$ cat config.mk
export PLATFORM = sky130hd
export DESIGN_NAME = lsu_mem_stage
export DESIGN_NICKNAME = d
export VERILOG_FILES = /design/src/rtl/lsu_mem_stage.sv
export SDC_FILE = /design/constraint.sdc
export NUM_CORES = 1
export LEC_CHECK = 0
export ABC_AREA = 1
export BUFFER_PORTS_ARGS = -buffer_cell sky130_fd_sc_hd__buf_2
export CAP_MARGIN = 20
export CORE_MARGIN = 2
export CORE_UTILIZATION = 30
export CTS_CLUSTER_DIAMETER = 120
export DETAILED_ROUTE_END_ITERATION = 10
export GPL_TIMING_DRIVEN = 0
export PLACE_DENSITY = 0.48
export SYNTH_ARGS = -nofsm -noshare
export SYNTH_HDL_FRONTEND = slang
export SYNTH_SLANG_ARGS = --single-unit
$ cat constraint.sdc
create_clock -name clk -period 10.7 [get_ports clk]
set_clock_uncertainty 0.15 [all_clocks]
set_input_delay 2.14 -clock clk [delete_from_list [all_inputs] [get_ports clk]]
set_output_delay 2.14 -clock clk [all_outputs]
set_load 0.1 [all_outputs]
$ cat src/rtl/lsu_mem_stage.sv
// ============================================================================
// Module   : lsu_mem_stage
// Purpose  : MEM-stage load/store unit driving a variable-latency req/ack bus.
// Revision : 1.0
// ============================================================================
`default_nettype none

module lsu_mem_stage #(
    parameter int XLEN    = 32,
    parameter int TIMEOUT = 255
) (
    input  logic            clk,
    input  logic            rst,
    input  logic            op_valid,
    input  logic            op_load,
    input  logic [1:0]      op_size,
    input  logic            op_unsigned,
    input  logic [XLEN-1:0] op_addr,
    input  logic [XLEN-1:0] op_wdata,
    input  logic [4:0]      op_rd,
    output logic            stall_o,
    output logic            bus_req,
    output logic            bus_we,
    output logic [XLEN-1:0] bus_adr,
    output logic [XLEN-1:0] bus_wdata,
    output logic [XLEN/8-1:0] bus_mask,
    input  logic            bus_ack,
    input  logic [XLEN-1:0] bus_rdata,
    input  logic            bus_err,
    output logic            ld_valid,
    output logic [XLEN-1:0] ld_data,
    output logic [4:0]      ld_rd,
    output logic            exc_valid,
    output logic [1:0]      exc_cause,
    output logic [XLEN-1:0] exc_addr
);

    localparam int NB = XLEN / 8;
    localparam int LW = $clog2(NB);
    localparam logic [15:0] c_TMO_LAST = 16'(TIMEOUT - 1);
    localparam logic [1:0]  c_CAUSE_ACCESS  = 2'b10;
    localparam logic [1:0]  c_CAUSE_TIMEOUT = 2'b11;

    typedef enum logic [1:0] {
        S_IDLE  = 2'd0,
        S_REQ   = 2'd1,
        S_RESP  = 2'd2,
        S_FAULT = 2'd3
    } state_t;

    state_t          state_q;
    logic [15:0]     cnt_q;
    logic [XLEN-1:0] addr_q;
    logic            load_q;
    logic [1:0]      size_q;
    logic            unsigned_q;
    logic [4:0]      rd_q;
    logic            bus_we_q;
    logic [XLEN-1:0] bus_adr_q;
    logic [XLEN-1:0] bus_wdata_q;
    logic [NB-1:0]   bus_mask_q;
    logic            ld_valid_q;
    logic [XLEN-1:0] ld_data_q;
    logic [4:0]      ld_rd_q;
    logic            exc_valid_q;
    logic [1:0]      exc_cause_q;
    logic [XLEN-1:0] exc_addr_q;

    logic                   w_size_ill;
    logic [2:0]             w_amask;
    logic                   w_misal;
    logic [NB-1:0]          w_mask_base;
    logic [XLEN-1:0]        w_wdata;
    logic [XLEN-1:0]        w_shifted;
    logic [6:0]             w_ext_sh;
    logic [XLEN-1:0]        w_left;
    logic signed [XLEN-1:0] w_left_s;
    logic [XLEN-1:0]        w_ld;

    assign w_size_ill = (op_size == 2'b11) && (XLEN == 32);
    assign w_amask    = 3'((4'd1 << op_size) - 4'd1);
    assign w_misal    = (op_addr[2:0] & w_amask) != 3'd0;

    always_comb begin
        w_mask_base = '0;
        w_wdata     = '0;
        case (op_size)
            2'b00: begin
                w_mask_base = NB'(1);
                w_wdata     = {NB{op_wdata[7:0]}};
            end
            2'b01: begin
                w_mask_base = NB'(3);
                w_wdata     = {(NB/2){op_wdata[15:0]}};
            end
            2'b10: begin
                w_mask_base = NB'(15);
                w_wdata     = {(NB/4){op_wdata[31:0]}};
            end
            default: begin
                w_mask_base = {NB{1'b1}};
                w_wdata     = op_wdata;
            end
        endcase
    end

    // Extend by pushing the field to the MSB end and shifting back; a zero shift keeps doubles whole.
    assign w_shifted = bus_rdata >> {addr_q[LW-1:0], 3'b000};
    assign w_ext_sh  = 7'(XLEN) - (7'd8 << size_q);
    assign w_left    = w_shifted << w_ext_sh;
    assign w_left_s  = w_left;
    assign w_ld      = unsigned_q ? (w_left >> w_ext_sh) : $unsigned(w_left_s >>> w_ext_sh);

    always_ff @(posedge clk or posedge rst) begin
        if (rst) begin
            state_q     <= S_IDLE;
            cnt_q       <= '0;
            addr_q      <= '0;
            load_q      <= 1'b0;
            size_q      <= '0;
            unsigned_q  <= 1'b0;
            rd_q        <= '0;
            bus_we_q    <= 1'b0;
            bus_adr_q   <= '0;
            bus_wdata_q <= '0;
            bus_mask_q  <= '0;
            ld_valid_q  <= 1'b0;
            ld_data_q   <= '0;
            ld_rd_q     <= '0;
            exc_valid_q <= 1'b0;
            exc_cause_q <= '0;
            exc_addr_q  <= '0;
        end else begin
            ld_valid_q  <= 1'b0;
            exc_valid_q <= 1'b0;
            case (state_q)
                S_IDLE: begin
                    cnt_q <= '0;
                    if (op_valid) begin
                        addr_q     <= op_addr;
                        load_q     <= op_load;
                        size_q     <= op_size;
                        unsigned_q <= op_unsigned;
                        rd_q       <= op_rd;
                        if (w_size_ill || w_misal) begin
                            exc_valid_q <= 1'b1;
                            exc_addr_q  <= op_addr;
                            exc_cause_q <= w_size_ill ? c_CAUSE_ACCESS : {1'b0, ~op_load};
                            state_q     <= S_FAULT;
                        end else begin
                            bus_we_q    <= ~op_load;
                            bus_adr_q   <= op_addr & ~XLEN'(NB - 1);
                            bus_wdata_q <= w_wdata;
                            bus_mask_q  <= w_mask_base << op_addr[LW-1:0];
                            state_q     <= S_REQ;
                        end
                    end
                end
                S_REQ: begin
                    cnt_q <= cnt_q + 16'd1;
                    if (bus_ack) begin
                        if (bus_err) begin
                            exc_valid_q <= 1'b1;
                            exc_addr_q  <= addr_q;
                            exc_cause_q <= c_CAUSE_ACCESS;
                            state_q     <= S_FAULT;
                        end else begin
                            ld_valid_q <= load_q;
                            if (load_q) begin
                                ld_data_q <= w_ld;
                                ld_rd_q   <= rd_q;
                            end
                            state_q <= S_RESP;
                        end
                    end else if (cnt_q == c_TMO_LAST) begin
                        exc_valid_q <= 1'b1;
                        exc_addr_q  <= addr_q;
                        exc_cause_q <= c_CAUSE_TIMEOUT;
                        state_q     <= S_FAULT;
                    end
                end
                default: state_q <= S_IDLE;
            endcase
        end
    end

    // The accept cycle must stall before the state register has moved.
    assign stall_o   = (state_q == S_REQ) || (state_q == S_IDLE && op_valid && !rst);
    assign bus_req   = (state_q == S_REQ);
    assign bus_we    = bus_we_q;
    assign bus_adr   = bus_adr_q;
    assign bus_wdata = bus_wdata_q;
    assign bus_mask  = bus_mask_q;
    assign ld_valid  = ld_valid_q;
    assign ld_data   = ld_data_q;
    assign ld_rd     = ld_rd_q;
    assign exc_valid = exc_valid_q;
    assign exc_cause = exc_cause_q;
    assign exc_addr  = exc_addr_q;

endmodule

`default_nettype wire

==> results.json <==
{
  "cp_max_fo": 10,
  "path_class": "input port to primary output",
  "rows": 64,
  "cp-end-kind": "primary output",
  "cts_buffer_depth": 2,
  "gp_congestion": 0.8764,
  "synth_compound_area_share_pct": 13.07,
  "fin_nets": 1530,
  "drtIter0Drc": 493,
  "synth_area_leader_cell": "dfrtp_1",
  "fp.dieArea_um2": 32370,
  "grt.total_usage_pct": 19.81,
  "crit_family": "buffers and inverters",
  "synthMuxAreaShare_pct": 0,
  "grt_pass1_wl_um": 50400,
  "ys_seq_area_share_pct": 53.65,
  "min_from": "rd_q[3]",
  "syn_avg_cell_area_um2": 8.093,
  "timing.slew.headroom_pct": 54.58,
  "fmaxAchievable_mhz": 170.6,
  "clk_pin_slew_ns": 0.08,
  "cts_setup_buffers": 0,
  "drt_wl_total_um": 31440,
  "tritoncts.num_buffers": 17,
  "die_w_um": 179.9,
  "syn-cell-area_um2": 9283,
  "drt-pass1-iter-count": 4,
  "place_inst": 1795,
  "insertion_delay_ns": 0.45,
  "crit_chain": "buf_2, inv_1, nor2_4, inv_2, buf_2, buf_2, o21ai_0, buf_2",
  "die_y_um": 179.9,
  "synth_flop_cell": "dfrtp_1",
  "synth_seq_cells": 199,
  "whs_path_depth": 2,
  "drc": 0,
  "antenna_found_initial": 3,
  "root_buffer": "clkbuf_16",
  "ant_nets": 0,
  "hpwlAfterDp_um": 22830,
  "grt_pass1_vias": 8776,
  "stdcell_count": 1830,
  "hold_viol": 0,
  "tightestPinTransition_ns": 0.6812,
  "status": "finished clean",
  "post-place-ws_ns": 4.812,
  "worstHoldPathType": "register to register",
  "drive_gt1_share_pct": 25.16,
  "synthArstFlopShare_pct": 100.0,
  "cts_sinks": 199,
  "grt-ovfl-total": 0,
  "synthSimpleGateAreaFrac_pct": 25.49,
  "core_area_um2": 30510,
  "r2r-start": "state_q[1]",
  "post-route-period-util_pct": 54.78,
  "synth_most_common_cell": "nand2_1",
  "cts_hold_buf": 0,
  "fin_ws_ns": 4.838,
  "holdPathEnd": "ld_rd[3]",
  "viasPerCell": 4.744,
  "synth_common_cells": "nand2_1, dfrtp_1, o21ai_0",
  "start_util_pct": 30.43,
  "worst-path-buf-inv": 6,
  "num_io_pins": 254,
  "synth_edf_count": 0,
  "synth_cells": 1147,
  "min_period_ns": 5.862,
  "path_common_cell": "buf_2",
  "area_delta_synth_final_pct": 25.57,
  "slew_viol_final": 0,
  "tritoncts": "yes",
  "synthAdderAreaFrac_pct": 0.2696,
  "io_buffers": 250,
  "yosysWarnings": 0,
  "cp.arrival_ns": 3.57,
  "slowest_delay_ns": 0.44,
  "synth_top_family_by_area": "simple AND/OR/NAND/NOR gates",
  "r2r_cells": 6,
  "nFillCells": 3222,
  "setup.worst_path.start_class": "input port",
  "rsz0062_at_grt": "false",
  "cts_max_level": 4,
  "drv_cap": 0,
  "wire_per_inst_um": 17.18,
  "setup_violations": 0,
  "critPathRequiredTime_ns": 8.41,
  "cpMaxStageDelayCell": "buf_2",
  "vias": 8681,
  "grt_max_degree": 117,
  "synth_area_leaders": "dfrtp_1, nand2_1, o21ai_0",
  "rr_endpoint": "addr_q[15]",
  "synth_cell_types": 37,
  "synthXorXnorAreaFrac_pct": 0.1887,
  "cts_resized": 0,
  "r2r_slack_ns": 8.58,
  "whs_ns": 0.3169,
  "synth_top_area_share_pct": 53.65
}
[routing by layer]
metal / up-vias / part of all wire [%] / wire length, um / global-route usage (%)
li1: 4249 / - / - / -
met1: 4147 / 46 / 14610 / 27.24
met2: 260 / 45 / 14220 / 31.00
met3: 25 / 6.5 / 2032 / 4.882
met4: 0 / 1.8 / 580 / 5.659
met5: - / 0 / 0 / 0
[logic make-up after synthesis]
kind of cell    count (synthesis)
flops                         199
other cells                     1
xor+xnor                        2
compound gates                229
simple gates                  564
buf+inv                       150
fa+ha+maj                       2
[how the worst max path moves through the flow]
| stage | from | to | slack (ns) | cells after the start |
|---|---|---|---|---|
| 2_1_floorplan | rst | addr_q[0] | 2.98 | 1 |
| 3_3_place_gp | rst | bus_wdata[9] | -0.04 | 2 |
| 3_5_place_dp | op_valid | stall_o | 4.81 | 8 |
| 4_1_cts | op_valid | stall_o | 4.81 | 8 |
| 5_1_grt | op_valid | stall_o | 4.69 | 8 |
| 6_report | op_valid | stall_o | 4.84 | 8 |
[registers in the layout (all words and copies together), names as in the netlist]
register    flops
exc_addr       32
rd_q            5
exc_valid       1
ld_valid        1
cnt_q          16
bus_mask        4
unsigned_q      1
addr_q         32
load_q          1
exc_cause       2
ld_data        32
state_q         2
bus_wdata      32
bus_we          1
size_q          2
ld_rd           5
bus_adr        30
[cell usage in the layout, fill, tap and decap left out, types with 3 or more instances in the layout]
| cell type | Yosys | routed |
|---|---|---|
| nand2_1 | 407 | 407 |
| buf_2 | 31 | 281 |
| dfrtp_1 | 199 | 199 |
| o21ai_0 | 155 | 155 |
| inv_1 | 78 | 77 |
| nand3_1 | 76 | 76 |
| nor2_1 | 41 | 41 |
| a21oi_1 | 29 | 29 |
| o21ai_1 | 17 | 17 |
| clkbuf_16 | 0 | 17 |
| clkbuf_1 | 16 | 16 |
| buf_4 | 14 | 14 |
| o21a_1 | 10 | 10 |
| nand4_1 | 8 | 8 |
| inv_2 | 7 | 7 |
| nor3_1 | 7 | 7 |
| o22ai_1 | 7 | 7 |
| nor2_4 | 5 | 5 |
| or2_2 | 4 | 4 |
| a31oi_1 | 4 | 4 |
| inv_8 | 0 | 4 |
| clkinv_4 | 0 | 4 |
| diode_2 | 0 | 3 |
| nand2_4 | 3 | 3 |
| nand2_2 | 3 | 3 |
| buf_6 | 3 | 3 |
| a22o_1 | 3 | 3 |
[tightest hold or removal path: cells and delay by family (launching register included)]
kind | cells | cell delay, ns
DFF | 1 | 0.35
and+or+nand+nor | 2 | 0.09
[metrics by stage]
| stage | utilization (%) | setup TNS [ns] | instance area, um^2 |
|---|---|---|---|
| 6_report | 38.21 | 0 | 11660 |
| 3_5_place_dp | 36.28 | 0 | 11070 |
| 3_3_place_gp | 36.16 | -2.866 | 11030 |
| 5_1_grt | 38.19 | 0 | 11650 |
| 4_1_cts | 38.18 | 0 | 11650 |
| 2_1_floorplan | - | 0 | 9286 |
[layout make-up]
cell class	instances	area, um^2	area share, %
Sequential cell	199	4980	42.72
Multi-Input combinational cell	799	3630	31.14
Timing Repair Buffer	251	1279	10.97
Tap cell	396	495.5	4.251
Clock buffer	18	439.2	3.768
Buffer	64	354.1	3.038
Inverter	86	330.3	2.834
Clock inverter	14	141.4	1.213
Antenna cell	3	7.507	0.06441
Power is not shown: default switching activity piles up to over one toggle a cycle in this logic, so the estimate is an artifact.
